--- src/rtl/trng_pkg.sv ---
// Shared types and defaults for the TRNG sequencer and its repetition-count monitor.
package trng_pkg;

    typedef enum logic [2:0] {
        IDLE,
        SETTLE,
        COLLECT,
        HOLD,
        FAULT
    } trng_state_e;

    localparam int unsigned TRNG_WIDTH_DEF         = 8;
    localparam int unsigned TRNG_SETTLE_CYCLES_DEF = 4;
    localparam int unsigned TRNG_RCT_LIMIT_DEF     = 16;
    // XOR/DFF stages between the latches and net_bit
    localparam int unsigned TRNG_NET_PIPE_DEPTH    = 2;

endpackage

--- src/rtl/trng_rct_monitor.sv ---
// Repetition-count health test: flags fail when RCT_LIMIT identical samples arrive in a row.
module trng_rct_monitor #(
    parameter int unsigned RCT_LIMIT = 16
) (
    input  logic clk,
    input  logic rst_n,
    input  logic sample,
    input  logic update,
    input  logic clear,
    output logic fail
);

    localparam int unsigned RW = $clog2(RCT_LIMIT + 1);

    logic [RW-1:0] run_q;
    logic [RW-1:0] run_d;
    logic          last_q;

    // run_q == 0 means no previous sample, so the next one always starts a run of 1
    always_comb begin
        run_d = RW'(1);
        if (run_q != '0 && sample == last_q) begin
            run_d = (run_q == RW'(RCT_LIMIT)) ? run_q : run_q + RW'(1);
        end
    end

    assign fail = update && (run_d == RW'(RCT_LIMIT));

    always_ff @(posedge clk or negedge rst_n) begin
        if (!rst_n) begin
            run_q  <= '0;
            last_q <= 1'b0;
        end else if (clear) begin
            run_q  <= '0;
            last_q <= 1'b0;
        end else if (update) begin
            run_q  <= run_d;
            last_q <= sample;
        end
    end

endmodule

--- src/rtl/trng_sequencer.sv ---
// Sequences the latch entropy network and packs its bit stream into valid/ready words.
// Define TRNG_HEALTH_EN to enable the repetition-count health test and FAULT state.
module trng_sequencer
    import trng_pkg::*;
#(
    parameter int unsigned WIDTH         = TRNG_WIDTH_DEF,
    parameter int unsigned SETTLE_CYCLES = TRNG_SETTLE_CYCLES_DEF,
    parameter int unsigned RCT_LIMIT     = TRNG_RCT_LIMIT_DEF
) (
    input  logic             clk,
    input  logic             rst_n,
    input  logic             req,
    input  logic             net_bit,
    output logic             net_en,
    output logic [WIDTH-1:0] out_data,
    output logic             out_valid,
    input  logic             out_ready,
    output logic             busy,
    output logic             fault,
    input  logic             clear_fault
);

    localparam int unsigned BCW = $clog2(WIDTH + 1);

    if (WIDTH < 2 || WIDTH > 32) begin : g_bad_width
        $error("trng_sequencer: WIDTH out of range 2..32");
    end
    if (SETTLE_CYCLES < TRNG_NET_PIPE_DEPTH || SETTLE_CYCLES > 255) begin : g_bad_settle
        $error("trng_sequencer: SETTLE_CYCLES must cover the network pipeline and be <= 255");
    end
    if (RCT_LIMIT < 2 || RCT_LIMIT > 255) begin : g_bad_rct
        $error("trng_sequencer: RCT_LIMIT out of range 2..255");
    end

    trng_state_e      state_q, state_d;
    logic [7:0]       settle_q, settle_d;
    logic [BCW-1:0]   bitcnt_q, bitcnt_d;
    logic [WIDTH-2:0] shift_q, shift_d;
    logic [WIDTH-1:0] word;
    logic [WIDTH-1:0] out_data_d;
    logic             out_valid_d;
    logic             net_en_d;
    logic             xfer;
    logic             rct_fail;

    assign word = {shift_q, net_bit};
    assign xfer = out_valid && out_ready;
    assign busy = (state_q != IDLE);

`ifdef TRNG_HEALTH_EN
    trng_rct_monitor #(
        .RCT_LIMIT(RCT_LIMIT)
    ) u_rct (
        .clk    (clk),
        .rst_n  (rst_n),
        .sample (net_bit),
        .update (state_q == COLLECT),
        .clear  ((state_q == IDLE && req) || (state_q == FAULT && clear_fault)),
        .fail   (rct_fail)
    );
    assign fault = (state_q == FAULT);
`else
    assign rct_fail = 1'b0;
    assign fault    = 1'b0;
`endif

    always_comb begin
        state_d     = state_q;
        settle_d    = settle_q;
        bitcnt_d    = bitcnt_q;
        shift_d     = shift_q;
        out_data_d  = out_data;
        out_valid_d = out_valid;
        unique case (state_q)
            IDLE: begin
                if (req) begin
                    state_d  = SETTLE;
                    settle_d = 8'(SETTLE_CYCLES - 1);
                end
            end
            SETTLE: begin
                settle_d = (settle_q != '0) ? settle_q - 8'd1 : settle_q;
                if (!req) begin
                    state_d = IDLE;
                end else if (settle_q <= 8'd1) begin
                    // leave as the count reaches zero so the first sample lands SETTLE_CYCLES after net_en rises
                    state_d  = COLLECT;
                    bitcnt_d = '0;
                end
            end
            COLLECT: begin
                if (rct_fail) begin
                    state_d = FAULT;
                end else if (!req) begin
                    state_d = IDLE;
                end else begin
                    shift_d  = word[WIDTH-2:0];
                    bitcnt_d = bitcnt_q + BCW'(1);
                    if (bitcnt_q == BCW'(WIDTH - 1)) begin
                        out_data_d  = word;
                        out_valid_d = 1'b1;
                        state_d     = HOLD;
                    end
                end
            end
            HOLD: begin
                if (xfer) begin
                    out_valid_d = 1'b0;
                    bitcnt_d    = '0;
                    state_d     = req ? COLLECT : IDLE;
                end
            end
            FAULT: begin
                out_valid_d = 1'b0;
                if (clear_fault) begin
                    state_d = IDLE;
                end
            end
            default: state_d = IDLE;
        endcase

        unique case (state_d)
            SETTLE, COLLECT: net_en_d = 1'b1;
            HOLD:            net_en_d = net_en;
            default:         net_en_d = 1'b0;
        endcase
    end

    always_ff @(posedge clk or negedge rst_n) begin
        if (!rst_n) begin
            state_q   <= IDLE;
            settle_q  <= '0;
            bitcnt_q  <= '0;
            shift_q   <= '0;
            out_data  <= '0;
            out_valid <= 1'b0;
            net_en    <= 1'b0;
        end else begin
            state_q   <= state_d;
            settle_q  <= settle_d;
            bitcnt_q  <= bitcnt_d;
            shift_q   <= shift_d;
            out_data  <= out_data_d;
            out_valid <= out_valid_d;
            net_en    <= net_en_d;
        end
    end

endmodule

--- config.mk ---
export PLATFORM = sky130hd
export DESIGN_NAME = trng_sequencer
export DESIGN_NICKNAME = d
export VERILOG_FILES = /design/src/rtl/trng_pkg.sv /design/src/rtl/trng_rct_monitor.sv /design/src/rtl/trng_sequencer.sv
export SDC_FILE = /design/constraint.sdc
export NUM_CORES = 1
export LEC_CHECK = 0
export ABC_AREA = 1
export BUFFER_PORTS_ARGS = -buffer_cell sky130_fd_sc_hd__buf_2
export CORE_MARGIN = 2
export CORE_UTILIZATION = 48
export DETAILED_ROUTE_END_ITERATION = 12
export PLACE_DENSITY = 0.66
export SLEW_MARGIN = 20
export SYNTH_ARGS = -nofsm -noshare
export SYNTH_HDL_FRONTEND = slang
export SYNTH_SLANG_ARGS = --single-unit
--- constraint.sdc ---
create_clock -name clk -period 1.8 [get_ports clk]
set_input_delay 0 -clock clk [delete_from_list [all_inputs] [get_ports clk]]
set_output_delay 0 -clock clk [all_outputs]
set_load 0.1 [all_outputs]
==> results of run 1 <==
## power by group through the flow
stage / Sequential, mW / Combinational [mW] / Clock [mW]
6_report: 1.03 / 1.22 / 0.442
3_5_place_dp: 1.04 / 1.22 / 0
5_1_grt: 1.05 / 1.38 / 0.491
2_1_floorplan: 1.06 / 0.985 / 0
4_1_cts: 1.03 / 1.23 / 0.456
3_3_place_gp: 1.04 / 1.21 / 0
## routing by layer
metal | share of wire | up-vias | global-route usage
met5 | 0 | - | 0
met2 | 0.43 | 22 | 0.267
met1 | 0.51 | 594 | 0.230
met4 | 0.020 | 0 | 0.0718
li1 | - | 713 | -
met3 | 0.040 | 6 | 0.0475
## cells by family (layout without fill, tap and decap cells)
group | count (synthesis) | in the layout | share of synthesized area
AO/OA/AOI/OAI | 27 | 27 | 0.105
XOR/XNOR | 5 | 5 | 0.0251
adder cells (fa/ha/maj) | 4 | 4 | 0.0287
buffers and inverters | 28 | 52 | 0.0732
flip-flops | 32 | 32 | 0.459
other | 1 | 1 | 0.00215
AND/OR/NAND/NOR | 117 | 117 | 0.307
## state kept, by name, indices dropped and copies added, names as in the netlist
name	flops
out_valid	1
shift_q	7
out_data	8
state_q	3
settle_q	8
net_en	1
bitcnt_q	4
## worst reg2reg max path: cells and delay by family (launching register included)
family / cells / cell delay, ns
flops: 1 / 0.39
fa+ha+maj: 1 / 0.19
simple gates: 6 / 0.49
buf+inv: 1 / 0.17
compound gates: 1 / 0.18
## synth_stat cells, types with 2 or more instances
cell type,instances,area (um^2)
inv_2,3,11.3
xor2_1,3,26.3
nand3_1,9,45.0
dfrtp_1,32,801
inv_1,20,75.1
ha_1,4,50.1
o21ai_2,7,61.3
o21ai_0,14,70.1
a21oi_1,2,10.0
nand3_4,2,35.0
nor2_4,2,22.5
nand2_1,68,255
buf_6,2,22.5
xnor2_1,2,17.5
nor2_1,23,86.3
nor2_2,4,25.0
nand2_2,2,12.5
## layout make-up
class                           count  area (um^2)  area share
Tap cell                           46         57.6      0.0296
Sequential cell                    32          801       0.412
Multi-Input combinational cell    154          815       0.419
Inverter                           24         92.6      0.0476
Clock buffer                        7         55.1      0.0283
Timing Repair Buffer               20          118      0.0605
Clock inverter                      1         7.51     0.00386
## what timing repair did
item	CTS	global route
endpoints found under the hold margin	35	0
hold buffers	3	0
endpoints found under the setup margin	0	0
## path summary, 6_finish.rpt
path / slack [ns] / endpoint / start / cells after the start
max: 0.26 / bitcnt_q[3] / settle_q[0] / 9
min: 0.01 / bitcnt_q[1] / req / 3
max reg2reg: 0.26 / bitcnt_q[3] / settle_q[0] / 9
min reg2reg: 0.48 / out_data[3] / out_data[3] / 2
max in group asynchronous: 1.12 / settle_q[7] / rst_n / 2
min in group asynchronous: 0.23 / settle_q[1] / rst_n / 2
## metrics by stage
stage	utilization	power, mW	cells	setup slack [ns]
after CTS	0.570	2.71	284	0.261
after detailed placement	0.542	2.26	273	0.278
after global placement	0.542	2.25	273	0.309
after global routing	0.570	2.92	284	0.0387
after floorplan	-	2.05	214	0.141
final	0.570	2.69	284	0.265
==> key figures, run 1 <==
Critical path
  – Critical path startpoint category: flop
  – Crit Path Max Fanout: 7
  – CP endpoint kind: flop
  – CP Cell Sequence: inv_1 > ha_1 > nor2_1 > nor2_1 > nand2_1 > o21bai_2 > nand2_2 > nand2_1 > nand2_1
  – Critical Path AT: 1.78 ns
  – CP required: 2.04 ns
  – CP dominant cell by count: nand2_1
  – Critical path class: reg2reg
  – Crit path max-delay family: simple AND/OR/NAND/NOR gates
  – Critical path buffers and inverters: 1
  – Slowest CP cell: dfrtp_1
  – Crit path largest cell delay: 0.39 ns

Clock tree
  – Worst-skew pair later-pin latency: 0.34 ns
  – Clock root buffer master: clkbuf_4
  – CTS tree: yes
  – Clock sinks: 32
  – H-tree depth: 2
  – CTS max path bufs: 2
  – CTS Buf Count: 5
  – Number of setup buffers added after CTS: 0
  – Worst-path clk slew: 0.10 ns
  – Post-CTS Resized: 0

Cells and area
  – Most frequent cells in the layout: nand2_1 (68), dfrtp_1 (32), nor2_1 (23)
  – Design Area, Final: 0.00195 mm^2
  – Fillers: 342
  – Commonest non-fill, non-tap cell in the layout: nand2_1
  – Share of layout cells above drive strength 1: 0.210
  – N_diodes: 0
  – Area growth from synthesis to final layout: 11.6%
  – NumNets Final: 247

Synthesis
  – Number of synthesized register bits: 32
  – EDFF count, synth: 0
  – Post-Syn Area: 0.00174 mm^2
  – Netlist cell types: 32
  – Synth warnings: 0
  – Register area share after synthesis: 0.459
  – Syn_nets: 224
  – Top FF cell, synth: dfrtp_1
  – Avg Cell Area, Syn: 8.14 um^2
  – Cells after Synth: 214
  – Asr flop ratio synth: 1.00

STA
  – Crit share post-route: 0.853
  – Clock Skew: 0.0136 ns
  – Min cycle time layout: 1.54 ns
  – Final Max Tran Viols: 0
  – Unrepaired setup endpoints after global routing: false
  – Final Hold Slack: 0.0100 ns
  – Fmax: 0.651 GHz
  – Setup_tns: 0 ns
  – Final setup fails: 0
  – Worst slew pin tran: 0.691 ns
  – Final hold vios: 0
  – Slew Limit Headroom: 0.539

Routing
  – Per-cell routed wire length: 10.7 um
  – Routed WL: 3040 um
  – Vias post-DR: 1335
  – Initial DRC count: 77
  – DRC viols: 0
  – DRT Pass-1 Iters: 4
  – ANT nets after route: 0
  – Vias per cell: 4.70

GRT
  – Grt ovf: 0
  – First-pass GRT wire length: 5590 um
  – Initial antenna violation count: 0
  – Vias in the first global route: 1273
  – GRT Overall Usage: 0.173
  – Largest net degree at the start of global routing: 33

Die
  – Die Area: 0.00413 mm^2
  – Row count: 21
  – Initial core utilization: 0.510
  – # IOs: 18
  – Core area: 0.00342 mm^2
  – Die X: 64.3 um
  – Die height: 64.3 um

Power and ir drop
  – Maximum VDD drop: 0.000571 V
  – PwrDens: 1380 mW/mm^2
  – Power Internal: 1.44 mW
  – Logic gate share of total power: 0.454
  – Sw power: 1.25 mW
  – Static Leak: 0.993 nW
  – Clk pwr share: 0.164
  – Sw frac: 0.466
  – Seq pwr share: 0.382

Place
  – Area after DPL: 0.00185 mm^2
  – IO Port Bufs: 16
  – HPWL after DPL: 2240 um
  – Final Wtd Congestion: 0.849

Status
  – Status: finished clean

Worst hold path
  – Hold Path Class: in2reg

Run
  – Max_cap viols: 0
(Power assumes the default switching activity.)
==> run 2, diff against run 1 <==
CAP_MARGIN = 10   (was default)
CORE_ASPECT_RATIO = 1.75   (was default)
CTS_CLUSTER_SIZE = 10   (was default)
==> run 2 against run 1 <==
Against the previous run: clock skew shrank 0.0088 ns; sequential power hardly changed; clock-buffer cell count fell by 1; routed wire length grew 11%; utilization is 1.2 points lower; sequential share of layout area decreased by 0.78 points; largest cell class unchanged.
==> key figures, run 2 (synthesized netlist as in run 1, its figures left out) <==
GRT
  – Largest net degree at the start of global routing: 33 (unchanged)
  – Vias in the first global route: 1342 (+5.4%)
  – GRT Overall Usage: 0.188 (+0.0149)
  – First-pass GRT wire length: 5890 um (+5.4%)
  – Initial antenna violation count: 0 (unchanged)
  – Grt ovf: 0 (unchanged)

Critical path
  – Critical path class: reg2reg
  – Crit Path Max Fanout: 7 (unchanged)
  – CP endpoint kind: flop
  – Slowest CP cell: dfrtp_1
  – Critical Path AT: 1.80 ns (+0.02 ns)
  – CP dominant cell by count: nand2_1
  – CP required: 1.98 ns (-0.06 ns)
  – CP Cell Sequence: inv_1 > ha_1 > nor2_1 > nor2_1 > nand2_1 > o21bai_2 > nand2_2 > nand2_1 > nand2_1
  – Critical path startpoint category: flop
  – Critical path buffers and inverters: 1 (unchanged)
  – Crit path max-delay family: simple AND/OR/NAND/NOR gates
  – Crit path largest cell delay: 0.38 ns (about the same)

STA
  – Setup_tns: 0 ns (unchanged)
  – Worst slew pin tran: 0.711 ns (+0.0195 ns)
  – Slew Limit Headroom: 0.526 (-0.0130)
  – Final Hold Slack: 0.0681 ns (+0.0581 ns)
  – Fmax: 0.617 GHz (-5.3%)
  – Crit share post-route: 0.900 (+0.0474)
  – Min cycle time layout: 1.62 ns (+0.0852 ns)
  – Final setup fails: 0 (unchanged)
  – Final hold vios: 0 (unchanged)
  – Unrepaired setup endpoints after global routing: false
  – Final Max Tran Viols: 0 (unchanged)
  – Clock Skew: 0.00479 ns (-0.00883 ns)

Routing
  – Vias per cell: 4.85 (+3.1%)
  – DRC viols: 0 (unchanged)
  – Routed WL: 3380 um (+11%)
  – ANT nets after route: 0 (unchanged)
  – Vias post-DR: 1372 (+2.8%)
  – DRT Pass-1 Iters: 4 (unchanged)
  – Per-cell routed wire length: 11.9 um (+11%)
  – Initial DRC count: 16 (-79%)

Worst hold path
  – Hold Path Class: in2reg

Die
  – Die X: 49.6 um (-23%)
  – Die Area: 0.00415 mm^2 (+0.45%)
  – Initial core utilization: 0.490 (-0.0201)
  – # IOs: 18 (unchanged)
  – Core area: 0.00356 mm^2 (+4.1%)
  – Row count: 29 (+38%)
  – Die height: 83.7 um (+30%)

Clock tree
  – H-tree depth: 2 (unchanged)
  – Worst-skew pair later-pin latency: 0.28 ns (-0.06 ns)
  – CTS Buf Count: 5 (unchanged)
  – CTS tree: yes
  – Worst-path clk slew: 0.07 ns (-0.03 ns)
  – Clock root buffer master: clkbuf_8
  – Post-CTS Resized: 0 (unchanged)
  – Clock sinks: 32 (unchanged)
  – CTS max path bufs: 2 (unchanged)

Power and ir drop
  – Static Leak: 1.01 nW (+1.8%)
  – PwrDens: 1490 mW/mm^2 (+7.9%)
  – Final Power: 2.96 mW (+9.9%)
  – Maximum VDD drop: 0.00136 V (+140%)

Cells and area
  – Top flop regs: out_data x8, settle_q x8, shift_q x7
  – Most frequent cells in the layout: nand2_1 (68), dfrtp_1 (32), nor2_1 (23)
  – Post-Route Utilization: 0.558 (-0.0119)
  – Share of layout cells above drive strength 1: 0.207 (-0.00333)
  – N_diodes: 0 (unchanged)
  – NumNets Final: 246 (-0.40%)
  – Commonest non-fill, non-tap cell in the layout: nand2_1
  – Area growth from synthesis to final layout: 13.8%
  – Finished Layout Cells: 283 (-0.35%)

Run
  – Max_cap viols: 0 (unchanged)

Place
  – IO Port Bufs: 16 (unchanged)
  – Final Wtd Congestion: 0.849 (about the same)
  – Placed Instances: 272 (-0.37%)
  – HPWL after DPL: 2520 um (+13%)

Status
  – Status: finished clean
==> run 2: through the flow <==
stage / setup WS (ns) / instance area [um^2]
after global placement: 0.251 / 1850
after CTS: 0.178 / 1980
after detailed placement: 0.185 / 1850
after global routing: 0.00709 / 1980
after floorplan: 0.141 / 1740
final: 0.180 / 1980
==> run 2: worst paths after layout <==
path | to | depth (start not counted) | from | slack [ns]
min reg2reg | out_data[5] | 2 | out_data[5] | 0.48
max reg2reg | bitcnt_q[2] | 9 | settle_q[0] | 0.18
min | bitcnt_q[1] | 3 | req | 0.07
min in group asynchronous | state_q[2] | 2 | rst_n | 0.31
max in group asynchronous | shift_q[0] | 2 | rst_n | 1.03
max | bitcnt_q[2] | 9 | settle_q[0] | 0.18
==> run 2: layout make-up <==
| class | count | area (um^2) |
|---|---|---|
| clock inverter | 2 | 35.0 |
| inverter | 24 | 92.6 |
| sequential | 32 | 801 |
| fill | 360 | 1570 |
| tap | 46 | 57.6 |
| multi-input combinational | 154 | 815 |
| clock buffer | 6 | 72.6 |
| timing repair buffer | 19 | 110 |
==> run 2: power breakdown <==
group	total [mW]	switching [mW]	internal (mW)
clock network	0.684	0.273	0.411
registers	1.03	0.160	0.873
logic	1.24	0.869	0.369
==> run 2: metal layers <==
layer  part of all wire  global-route usage  up-vias
li1                   -                   -      711
met1               0.42               0.201      632
met2               0.53               0.330       19
met3              0.023              0.0430       10
met4              0.029               0.104        0
met5                  0                   0        -
==> run 2: timing repair <==
item                      CTS  global route
hold endpoints to repair   34             0
hold buffers                3             0
setup buffers               0             0
==> run 2: worst reg2reg max path, stage by stage (launching register included) <==
cell and delay, ns:
dfrtp_1 0.38, inv_1 0.16, ha_1 0.28, nor2_1 0.06
nor2_1 0.14, nand2_1 0.10, o21bai_2 0.17, nand2_2 0.10
nand2_1 0.07, nand2_1 0.05
